[config.mk]
export PLATFORM = sky130hd
export DESIGN_NAME = decode_stage_pipe
export DESIGN_NICKNAME = d
export VERILOG_FILES = /design/src/rtl/arm_pkg.sv /design/src/rtl/regfile_bypass.sv /design/src/rtl/decode_stage_pipe.sv
export SDC_FILE = /design/constraint.sdc
export NUM_CORES = 1
export LEC_CHECK = 0
export CAP_MARGIN = 20
export CORE_MARGIN = 2
export CORE_UTILIZATION = 45
export DETAILED_ROUTE_END_ITERATION = 12
export GPL_TIMING_DRIVEN = 0
export SYNTH_ARGS = -nofsm -noshare
export SYNTH_HDL_FRONTEND = slang
export SYNTH_HIERARCHICAL = 1
export SYNTH_SLANG_ARGS = --single-unit
[constraint.sdc]
create_clock -name clk -period 5.6 [get_ports clk]
set_input_delay 1.4 -clock clk [delete_from_list [all_inputs] [get_ports clk]]
set_output_delay 1.4 -clock clk [all_outputs]
set_load 0.03 [all_outputs]
[src/rtl/arm_pkg.sv]
// Shared ARM decode constants: instruction modes, opcodes, EXE commands,
// condition codes, NZCV flag positions and the decoded control bundle.
package arm_pkg;

  localparam logic [1:0] MODE_DP  = 2'b00;
  localparam logic [1:0] MODE_MEM = 2'b01;
  localparam logic [1:0] MODE_BR  = 2'b10;

  localparam logic [3:0] OP_AND = 4'b0000;
  localparam logic [3:0] OP_EOR = 4'b0001;
  localparam logic [3:0] OP_SUB = 4'b0010;
  localparam logic [3:0] OP_ADD = 4'b0100;
  localparam logic [3:0] OP_ADC = 4'b0101;
  localparam logic [3:0] OP_SBC = 4'b0110;
  localparam logic [3:0] OP_TST = 4'b1000;
  localparam logic [3:0] OP_CMP = 4'b1010;
  localparam logic [3:0] OP_ORR = 4'b1100;
  localparam logic [3:0] OP_MOV = 4'b1101;
  localparam logic [3:0] OP_MVN = 4'b1111;

  localparam logic [3:0] CMD_NOP = 4'b0000;
  localparam logic [3:0] CMD_MOV = 4'b0001;
  localparam logic [3:0] CMD_ADD = 4'b0010;
  localparam logic [3:0] CMD_ADC = 4'b0011;
  localparam logic [3:0] CMD_SUB = 4'b0100;
  localparam logic [3:0] CMD_SBC = 4'b0101;
  localparam logic [3:0] CMD_AND = 4'b0110;
  localparam logic [3:0] CMD_ORR = 4'b0111;
  localparam logic [3:0] CMD_EOR = 4'b1000;
  localparam logic [3:0] CMD_MVN = 4'b1001;

  localparam logic [3:0] COND_EQ = 4'b0000;
  localparam logic [3:0] COND_NE = 4'b0001;
  localparam logic [3:0] COND_CS = 4'b0010;
  localparam logic [3:0] COND_CC = 4'b0011;
  localparam logic [3:0] COND_MI = 4'b0100;
  localparam logic [3:0] COND_PL = 4'b0101;
  localparam logic [3:0] COND_VS = 4'b0110;
  localparam logic [3:0] COND_VC = 4'b0111;
  localparam logic [3:0] COND_HI = 4'b1000;
  localparam logic [3:0] COND_LS = 4'b1001;
  localparam logic [3:0] COND_GE = 4'b1010;
  localparam logic [3:0] COND_LT = 4'b1011;
  localparam logic [3:0] COND_GT = 4'b1100;
  localparam logic [3:0] COND_LE = 4'b1101;
  localparam logic [3:0] COND_AL = 4'b1110;

  localparam int unsigned SR_N = 3;
  localparam int unsigned SR_Z = 2;
  localparam int unsigned SR_C = 1;
  localparam int unsigned SR_V = 0;

  typedef struct packed {
    logic       wb_en;
    logic       mem_r_en;
    logic       mem_w_en;
    logic       b;
    logic       s;
    logic       imm;
    logic [3:0] exe_cmd;
  } ctrl_t;

  // Data-processing opcode to ALU command; unsupported opcodes issue as NOP.
  function automatic logic [3:0] op_to_cmd(input logic [3:0] op);
    logic [3:0] cmd;
    case (op)
      OP_AND:  cmd = CMD_AND;
      OP_EOR:  cmd = CMD_EOR;
      OP_SUB:  cmd = CMD_SUB;
      OP_ADD:  cmd = CMD_ADD;
      OP_ADC:  cmd = CMD_ADC;
      OP_SBC:  cmd = CMD_SBC;
      OP_TST:  cmd = CMD_AND;
      OP_CMP:  cmd = CMD_SUB;
      OP_ORR:  cmd = CMD_ORR;
      OP_MOV:  cmd = CMD_MOV;
      OP_MVN:  cmd = CMD_MVN;
      default: cmd = CMD_NOP;
    endcase
    return cmd;
  endfunction

  // Condition field evaluated against NZCV; the 1111 encoding never passes.
  function automatic logic cond_pass(input logic [3:0] cond, input logic [3:0] flags);
    logic n, z, c, v, pass;
    n = flags[SR_N];
    z = flags[SR_Z];
    c = flags[SR_C];
    v = flags[SR_V];
    case (cond)
      COND_EQ: pass = z;
      COND_NE: pass = !z;
      COND_CS: pass = c;
      COND_CC: pass = !c;
      COND_MI: pass = n;
      COND_PL: pass = !n;
      COND_VS: pass = v;
      COND_VC: pass = !v;
      COND_HI: pass = c && !z;
      COND_LS: pass = !c || z;
      COND_GE: pass = (n == v);
      COND_LT: pass = (n != v);
      COND_GT: pass = !z && (n == v);
      COND_LE: pass = z || (n != v);
      COND_AL: pass = 1'b1;
      default: pass = 1'b0;
    endcase
    return pass;
  endfunction

endpackage

[src/rtl/regfile_bypass.sv]
// Register file with two combinational read ports, one clocked write port,
// and same-cycle writeback bypass onto both reads.
module regfile_bypass #(
  parameter int unsigned NREG   = 16,
  parameter int unsigned DATA_W = 32,
  localparam int unsigned AW    = $clog2(NREG)
) (
  input  logic              clk,
  input  logic              i_rst_n,
  input  logic              i_we,
  input  logic [AW-1:0]     i_waddr,
  input  logic [DATA_W-1:0] i_wdata,
  input  logic [AW-1:0]     i_raddr1,
  input  logic [AW-1:0]     i_raddr2,
  output logic [DATA_W-1:0] o_rdata1,
  output logic [DATA_W-1:0] o_rdata2
);

  logic [DATA_W-1:0] r_mem [NREG];

  always_ff @(posedge clk) begin
    if (!i_rst_n) begin
      for (int i = 0; i < NREG; i++) r_mem[i] <= '0;
    end else if (i_we) begin
      r_mem[i_waddr] <= i_wdata;
    end
  end

  assign o_rdata1 = (i_we && (i_raddr1 == i_waddr)) ? i_wdata : r_mem[i_raddr1];
  assign o_rdata2 = (i_we && (i_raddr2 == i_waddr)) ? i_wdata : r_mem[i_raddr2];

endmodule

[src/rtl/decode_stage_pipe.sv]
// ARM decode stage: field decode, register read with writeback bypass, hazard
// detection and a valid/ready pipeline register feeding EXE.
module decode_stage_pipe
  import arm_pkg::*;
#(
  parameter int unsigned DATA_W = 32,
  parameter int unsigned NREG   = 16,
  parameter int unsigned RA_W   = 4,
  parameter bit          FWD_EN = 1'b1
) (
  input  logic              clk,
  input  logic              rst,
  input  logic              in_valid,
  output logic              in_ready,
  input  logic [31:0]       instr,
  input  logic [DATA_W-1:0] pc_in,
  input  logic [3:0]        sr,
  input  logic              flush,
  input  logic              wb_en,
  input  logic [RA_W-1:0]   wb_dest,
  input  logic [DATA_W-1:0] wb_data,
  input  logic              exe_wb_en,
  input  logic              exe_mem_r_en,
  input  logic [RA_W-1:0]   exe_dest,
  input  logic              mem_wb_en,
  input  logic [RA_W-1:0]   mem_dest,
  output logic              out_valid,
  input  logic              out_ready,
  output logic              o_wb_en,
  output logic              o_mem_r_en,
  output logic              o_mem_w_en,
  output logic              o_b,
  output logic              o_s,
  output logic              o_imm,
  output logic [3:0]        o_exe_cmd,
  output logic [DATA_W-1:0] o_pc,
  output logic [DATA_W-1:0] o_val_rn,
  output logic [DATA_W-1:0] o_val_rm,
  output logic [11:0]       o_shift_op,
  output logic [23:0]       o_imm24,
  output logic [RA_W-1:0]   o_dest,
  output logic [RA_W-1:0]   o_src1,
  output logic [RA_W-1:0]   o_src2,
  output logic              stall
);

  logic [3:0]        w_cond;
  logic [1:0]        w_mode;
  logic              w_ibit;
  logic [3:0]        w_opcode;
  logic              w_sbit;
  logic [RA_W-1:0]   w_rn;
  logic [RA_W-1:0]   w_rd;
  logic [RA_W-1:0]   w_rm;
  logic [RA_W-1:0]   w_src2;
  ctrl_t             w_ctrl;
  logic              w_is_store;
  logic              w_src1_used;
  logic              w_src2_used;
  logic              w_hit_exe;
  logic              w_hit_mem;
  logic              w_hazard;
  logic              w_advance;
  logic [DATA_W-1:0] w_val_rn;
  logic [DATA_W-1:0] w_val_rm;

  ctrl_t             r_ctrl;
  logic              r_out_valid;
  logic [DATA_W-1:0] r_pc;
  logic [DATA_W-1:0] r_val_rn;
  logic [DATA_W-1:0] r_val_rm;
  logic [11:0]       r_shift_op;
  logic [23:0]       r_imm24;
  logic [RA_W-1:0]   r_dest;
  logic [RA_W-1:0]   r_src1;
  logic [RA_W-1:0]   r_src2;

  assign w_cond   = instr[31:28];
  assign w_mode   = instr[27:26];
  assign w_ibit   = instr[25];
  assign w_opcode = instr[24:21];
  assign w_sbit   = instr[20];
  assign w_rn     = RA_W'(instr[19:16]);
  assign w_rd     = RA_W'(instr[15:12]);
  assign w_rm     = RA_W'(instr[3:0]);
  assign w_src2   = w_is_store ? w_rd : w_rm;

  // Control decode; a failed condition turns the instruction into a no-op.
  always_comb begin
    w_ctrl      = '0;
    w_is_store  = 1'b0;
    w_src1_used = 1'b1;
    case (w_mode)
      MODE_DP: begin
        w_ctrl.wb_en   = !((w_opcode == OP_CMP) || (w_opcode == OP_TST));
        w_ctrl.exe_cmd = op_to_cmd(w_opcode);
        w_ctrl.s       = w_sbit;
        w_ctrl.imm     = w_ibit;
        w_src1_used    = !((w_opcode == OP_MOV) || (w_opcode == OP_MVN));
      end
      MODE_MEM: begin
        w_ctrl.exe_cmd  = CMD_ADD;
        w_ctrl.imm      = w_ibit;
        w_ctrl.mem_r_en = w_sbit;
        w_ctrl.wb_en    = w_sbit;
        w_ctrl.mem_w_en = !w_sbit;
        w_is_store      = !w_sbit;
      end
      MODE_BR: begin
        w_ctrl.b    = 1'b1;
        w_src1_used = 1'b0;
      end
      default: ;
    endcase
    w_src2_used = w_is_store || ((w_mode == MODE_DP) && !w_ibit);
    if (!cond_pass(w_cond, sr)) w_ctrl = '0;
  end

  assign w_hit_exe = (w_src1_used && (w_rn == exe_dest)) || (w_src2_used && (w_src2 == exe_dest));
  assign w_hit_mem = (w_src1_used && (w_rn == mem_dest)) || (w_src2_used && (w_src2 == mem_dest));

  // With forwarding only a load in EXE cannot be bypassed in time.
  always_comb begin
    if (FWD_EN) w_hazard = in_valid && exe_mem_r_en && w_hit_exe;
    else        w_hazard = in_valid && ((exe_wb_en && w_hit_exe) || (mem_wb_en && w_hit_mem));
  end

  assign w_advance = !r_out_valid || out_ready;
  assign in_ready  = rst && w_advance && !w_hazard && !flush;
  assign stall     = w_hazard;

  regfile_bypass #(
    .NREG   (NREG),
    .DATA_W (DATA_W)
  ) u_regfile (
    .clk      (clk),
    .i_rst_n  (rst),
    .i_we     (wb_en),
    .i_waddr  (wb_dest),
    .i_wdata  (wb_data),
    .i_raddr1 (w_rn),
    .i_raddr2 (w_src2),
    .o_rdata1 (w_val_rn),
    .o_rdata2 (w_val_rm)
  );

  // Pipeline register: flush beats load; a hazard on advance inserts a bubble.
  always_ff @(posedge clk) begin
    if (!rst) begin
      r_out_valid <= 1'b0;
      r_ctrl      <= '0;
      r_pc        <= '0;
      r_val_rn    <= '0;
      r_val_rm    <= '0;
      r_shift_op  <= '0;
      r_imm24     <= '0;
      r_dest      <= '0;
      r_src1      <= '0;
      r_src2      <= '0;
    end else if (flush) begin
      r_out_valid <= 1'b0;
      r_ctrl      <= '0;
    end else if (w_advance) begin
      if (w_hazard) begin
        r_out_valid <= 1'b0;
        r_ctrl      <= '0;
      end else begin
        r_out_valid <= in_valid;
        r_ctrl      <= w_ctrl;
        r_pc        <= pc_in;
        r_val_rn    <= w_val_rn;
        r_val_rm    <= w_val_rm;
        r_shift_op  <= instr[11:0];
        r_imm24     <= instr[23:0];
        r_dest      <= w_rd;
        r_src1      <= w_rn;
        r_src2      <= w_src2;
      end
    end
  end

  assign out_valid  = r_out_valid;
  assign o_wb_en    = r_ctrl.wb_en;
  assign o_mem_r_en = r_ctrl.mem_r_en;
  assign o_mem_w_en = r_ctrl.mem_w_en;
  assign o_b        = r_ctrl.b;
  assign o_s        = r_ctrl.s;
  assign o_imm      = r_ctrl.imm;
  assign o_exe_cmd  = r_ctrl.exe_cmd;
  assign o_pc       = r_pc;
  assign o_val_rn   = r_val_rn;
  assign o_val_rm   = r_val_rm;
  assign o_shift_op = r_shift_op;
  assign o_imm24    = r_imm24;
  assign o_dest     = r_dest;
  assign o_src1     = r_src1;
  assign o_src2     = r_src2;

endmodule

Word-level counts from Yosys, hierarchy flattened
Memories as Yosys holds them, arrays and structs flattened. A register that Yosys moved wholly into a read port is not among the register bits.
Index checks and enable logic that the tools add are counted.
Storage, ports and cells
  memories kept: 2
  memory bits (read-only): 64
  word-level logic and storage cells: 97
  bits in registers: 91
  output and inout port bits: 157
  input port bits: 121
  memory bits (writable): 512
Memory list
  u_regfile.r_mem: words 16, bits a word 32, rd ports 2, clocked after memory_dff 2, write ports 16, RTL line regfile_bypass.sv:19  | logic [DATA_W-1:0] r_mem [NREG];
  (no name shown): words 16, bits a word 4, rd ports 1, clocked after memory_dff 0, write ports 0, RTL line arm_pkg.sv:66  | case (op)
Cells by class
  multiplexer cells: 19
  equal/unequal tests: 24
  bitwise logic cells: 3
  reduce and logical (&&, ||, !) cells: 35
Operator list (number)
  4-bit == test (second input constant): 11
  32-bit 2-to-1 mux: 1
  32-bit OR reduction: 1
  10-bit 2-to-1 mux: 2
  4-bit by 3-bit == test with 1-bit output (second input constant): 4
  1-bit one-hot mux with 15 select lines: 1
  1-bit logical NOT: 13
  1-bit logical AND: 10
  5-bit one-hot mux with 2 select lines: 1
  1-bit 2-to-1 mux: 9
  4-bit by 2-bit == test with 1-bit output (second input constant): 2
  4-bit == test: 2
  4-bit 2-to-1 mux: 2
  1-bit logical OR: 7
  4-bit by 1-bit == test with 1-bit output (second input constant): 1
  4-bit logical NOT: 1
  1-bit one-hot mux with 2 select lines: 2
  1-bit NOT: 3
  3-bit AND reduction: 1
  2-bit by 1-bit == test with 1-bit output (second input constant): 1
  2-bit == test (second input constant): 1
  2-bit logical NOT: 1
  2-bit 2-to-1 mux: 1
  2-bit OR reduction: 1
  other kinds (2): 2

Depth between registers and ports, before layout
  word-level depth: 10
  depth in mapped cells: 13
  depth with buffers taken out: 9

By module
Netlist, hierarchy kept.
Modules (own cells, without submodules)
  regfile_bypass: cells each 1768, seq. area each 15374.7 um2, times used 1, area each 27333.7 um2
  decode_stage_pipe: cells each 679, seq. area each 2702.6 um2, times used 1, area each 5594.1 um2

Worst setup path after synthesis
OpenSTA, ideal clock, no wires.
  path type: in2out
  from: in instr[26]
  to: out in_ready
  slack: 0.457 ns
  path buffers: 4
  required time: 4.200 ns
  stages: 10
  arrival: 3.743 ns
  cell sequence: buf_4 -> nor3b_4 -> mux2i_1 -> xnor2_1 -> o41ai_2 -> a311o_2 -> buf_6 -> buf_6 -> buf_2 -> nor2_1
Between the ends
  cells in the longest elaborated chain, start to end: 10
  elaborated cells between the ends (all ways): 16
  classes of those cells: eq/ne: 3; mux: 3; reduce/logical: 10
Ends and longest elaborated chain
  start, declared: RTL line decode_stage_pipe.sv:15  | input logic [31:0] instr,
  2-bit by 1-bit == test with 1-bit output: RTL line decode_stage_pipe.sv:93  | case (w_mode)
  1-bit 2-to-1 mux: RTL line decode_stage_pipe.sv:93
  4-bit 2-to-1 mux: RTL line decode_stage_pipe.sv:86  | assign w_src2 = w_is_store ? w_rd : w_rm;
  4-bit == test: RTL line decode_stage_pipe.sv:119  | assign w_hit_exe = (w_src1_used && (w_rn == exe_dest)) || (w_src2_used && (w_src2 == exe_dest));
  1-bit logical AND: RTL line decode_stage_pipe.sv:119
  1-bit logical OR (*): RTL line decode_stage_pipe.sv:119
  1-bit logical AND (*): RTL line decode_stage_pipe.sv:124  | if (FWD_EN) w_hazard = in_valid && exe_mem_r_en && w_hit_exe;
  1-bit logical NOT (*): RTL line decode_stage_pipe.sv:129  | assign in_ready = rst && w_advance && !w_hazard && !flush;
  1-bit logical AND (*) (2 in a row): RTL line decode_stage_pipe.sv:129
  end, declared: RTL line decode_stage_pipe.sv:14  | output logic in_ready,
Mark *: on every way between the ends. The rest lies on a longest branch, timed or not.

Worst setup path after layout
  from: in instr[27]
  to: out in_ready
The elaborated chain is that of the path after synthesis.

==> impl_metrics.env <==
export IMPL_netlist_area_mm2=0.0329
export IMPL_wl_mm=121
export IMPL_worstPathMaxFanout=19
export IMPL_clkTransAtPathRegs_ns=0.06
export IMPL_switchingPower_uw=3320
export IMPL_route_detailed_drc=0
export IMPL_dominantRegCellSynth="edfxtp_1"
export IMPL_dpl_worst_slack_ns=-1.22
export IMPL_syn_inst=2447
export IMPL_fmax_mhz=183
export IMPL_setup_violations=0
export IMPL_hold_ws_ns=0.450
export IMPL_nNetsFinal=2939
export IMPL_yosysUniqueCellTypes=48
export IMPL_h_tree_depth=3
export IMPL_peakVddDrop_v=0.000229
export IMPL_cap_violations=0
export IMPL_core_region_area_mm2=0.0727
export IMPL_power_leakage_uw=0.0139
export IMPL_worstPathArrival_ns=4.05
export IMPL_grt_overflow=0
export IMPL_crit_required_ns=4.20
export IMPL_postRouteAntennaNets=0
export IMPL_io_buffer_count=266
export IMPL_dr_first_iter_drc_count=2573
export IMPL_cp_slowest_cell="a311o_2"
export IMPL_internal_power_uw=9200
export IMPL_num_io_pins=278
export IMPL_regArea_mm2=0.0181
export IMPL_cts_tree="done"
export IMPL_drtPass1Iterations=6
export IMPL_drv_slew=0
export IMPL_async_reset_ff_share_pct=0
export IMPL_clkPwrFrac_pct=39.2
export IMPL_fill_cells=6004
export IMPL_die_area_mm2=0.0754
export IMPL_path_class="input port to output pin"
export IMPL_syn_nets=2572
export IMPL_path_buf_inv=5
export IMPL_start_kind="input port"
export IMPL_clockBufferDepth=3
export IMPL_hold_path_class="flip-flop to flip-flop"
export IMPL_vias_per_cell=6.23
export IMPL_yosys_warnings=6
export IMPL_initial_core_util_pct=45.3
export IMPL_fin_crit_sh_pct=97.4
export IMPL_rows=99
export IMPL_routedWlPerCell_um=31.4
export IMPL_swShare_pct=26.5
export IMPL_dr_total_vias=23900
export IMPL_cts_buffers=74
export IMPL_finalHoldViolCount=0
export IMPL_cts_sinks=647
export IMPL_crit_family="buffers and inverters"
export IMPL_hpwl_mm=83.1
export IMPL_die_h_um=275
export IMPL_ys_seq_elements=647
export IMPL_fin_ws_ns=0.146
export IMPL_rsz0062_at_grt="no"
export IMPL_track_usage_pct=32.0
export IMPL_avgSynthCellArea_um2=13.5
export IMPL_die_x_um=275
export IMPL_tightest_slew_ns=1.20
export IMPL_clk_latency_ns=0.63
export IMPL_multiInputGateArea_mm2=0.0138
export IMPL_combPwrFrac_pct=15.9
export IMPL_first_global_vias=24300
export IMPL_drive_gt1_share_pct=19.7
export IMPL_grt_pass1_wl_mm=170
export IMPL_worstPathCellList="dlygate4sd2_1 -> nor3b_4 -> buf_4 -> o21ai_0 -> a221oi_2 -> o41ai_4 -> a311o_2 -> buf_8 -> buf_12 -> nor2_1 -> clkdlybuf4s15_2"
export IMPL_synth_edf_count=512
export IMPL_maxSlewHeadroom_pct=19.9
export IMPL_critPathCaptureType="output pin"
export IMPL_syn_to_final_growth_pct=21.3
export IMPL_cts_hold_buf=0
export IMPL_min_period_ns=5.45
export IMPL_power_density_mw_per_mm2=313
export IMPL_skew_ns=0.0290
export IMPL_critPathMaxStageDelay_ns=0.43
export IMPL_status="complete, no violations"
export IMPL_cts_root_buf="clkbuf_16"
export IMPL_ys_seq_area_share_pct=54.9
export IMPL_p_total_uw=12500
export IMPL_postLayoutCoreUtil_pct=54.9
export IMPL_gp_congestion=0.904
export IMPL_seqPwrFrac_pct=44.9
export IMPL_antenna_found_initial=9
export IMPL_grt_max_degree=33
sequential cells by signal (all words and copies together), names as in the netlist, 4 cells and up:
name,flops
o_exe_cmd,4
o_val_rm,32
o_pc,32
o_shift_op,11
u_regfile/r_mem,512
o_val_rn,32
o_src2,4
o_imm24,13
tightest hold or removal path, delay by kind of cell (launching register included):
family           cells  cell delay [ns]
AO/OA/AOI/OAI        1             0.05
AND/OR/NAND/NOR      1             0.05
flip-flops           1             0.32
Yosys cell counts (all sizes together), types with 2 or more instances:
cell / count / area share, %
nor2: 24 / 0.27
buf: 80 / 1.6
nand4b: 2 / 0.053
o41ai: 2 / 0.076
nor4: 2 / 0.076
dfxtp: 135 / 8.2
nor3: 8 / 0.14
a21oi: 7 / 0.11
nand3: 127 / 1.9
inv: 11 / 0.13
o21ai: 135 / 2.1
a221oi: 2 / 0.072
clkbuf: 173 / 2.0
o221ai: 2 / 0.053
nand2b: 10 / 0.19
mux2: 66 / 2.3
nor2b: 10 / 0.19
ha: 4 / 0.15
nand2: 191 / 2.2
xnor2: 7 / 0.19
o31ai: 7 / 0.24
nor3b: 3 / 0.10
mux4: 258 / 18
a22oi: 124 / 2.8
a22o: 3 / 0.080
edfxtp: 512 / 47
xor2: 9 / 0.24
mux2i: 3 / 0.091
and2: 516 / 9.8
a32o: 6 / 0.18
cell type report:
class	instances	area share [%]
inverters	11	0.103
clock inverters	36	0.852
diodes	3	0.0188
well taps	959	3.00
clock buffers	102	5.28
plain buffers	252	2.98
flip-flops and latches	647	45.2
repair buffers	292	7.97
multi-input cells	1536	34.5
cell usage in the layout (no fill, tap or decap), types with 9 or more instances in the layout:
cell type        synthesis  layout
clkbuf_16                0      78
buf_16                   0       9
o21ai_1                  9       9
dfxtp_1                135     135
inv_1                   11      11
clkinv_2                 0      16
buf_2                   39      38
clkbuf_1               173     189
nand2_1                191     191
mux2_2                  66      66
o21ai_0                126     114
edfxtp_1               512     512
buf_4                   21      26
o21ai_4                  0      12
buf_6                   14      12
clkinv_1                 0       9
xor2_1                   9       9
a22oi_1                124     124
nand3_1                127     127
buf_12                   0      12
clkdlybuf4s50_1          0     260
nor2_1                  24      24
and2_1                 514     514
mux4_2                 258     258
nor2b_1                 10      10
stage by stage:
step / area [µm²] / TNS, ns / std cells
global placement: 36800 / -1226.03 / 3672
global route: 39900 / 0 / 3835
finish: 40000 / 0 / 3838
detailed placement: 37400 / -6.42 / 3692
floorplan: 32900 / 0 / 2447
CTS: 39900 / 0 / 3834
final timing paths:
check / start / to / cells after the start / slack (ns)
worst max-delay path: instr[27] / in_ready / 11 / 0.15
worst max register to register: out_valid / o_val_rm[30] / 5 / 3.58
worst min-delay path: o_b / o_b / 2 / 0.45
worst min register to register: o_b / o_b / 2 / 0.45
cells by family (layout without fill, tap and decap cells):
logic type	after synthesis	after routing	synth area share (%)
other	0	3	0
AOI/OAI and AO/OA	292	292	5.80
adders and majority gates	4	4	0.152
and+or+nand+nor	897	897	15.0
xor gates and xnor gates	16	16	0.426
DFF	647	647	54.9
buffers and inverters	264	693	3.72
muxes	327	327	20.0
layer usage:
metal | GRT usage [%] | routed length (µm)
met5 | 0 | 22
met4 | 14.9 | 5850
met3 | 9.71 | 14100
met2 | 50.1 | 55400
met1 | 40.9 | 45200
power by group through the flow:
stage / Clock [µW] / Combinational, µW / Sequential (µW)
final: 4910 / 1980 / 5620
after CTS: 4970 / 1960 / 5620
after global placement: 0 / 1870 / 5730
after detailed placement: 0 / 1950 / 5720
after floorplan: 0 / 978 / 5830
after global routing: 5150 / 2060 / 5660
what timing repair did:
item                                    in CTS  in global routing
endpoints found under the hold margin        0                  0
endpoints found under the setup margin       2                  2
pin swaps                                    3                  1
resized for setup                           12                  2
setup buffers                                5                  0
No activity file was read; power rests on OpenSTA's default activity.
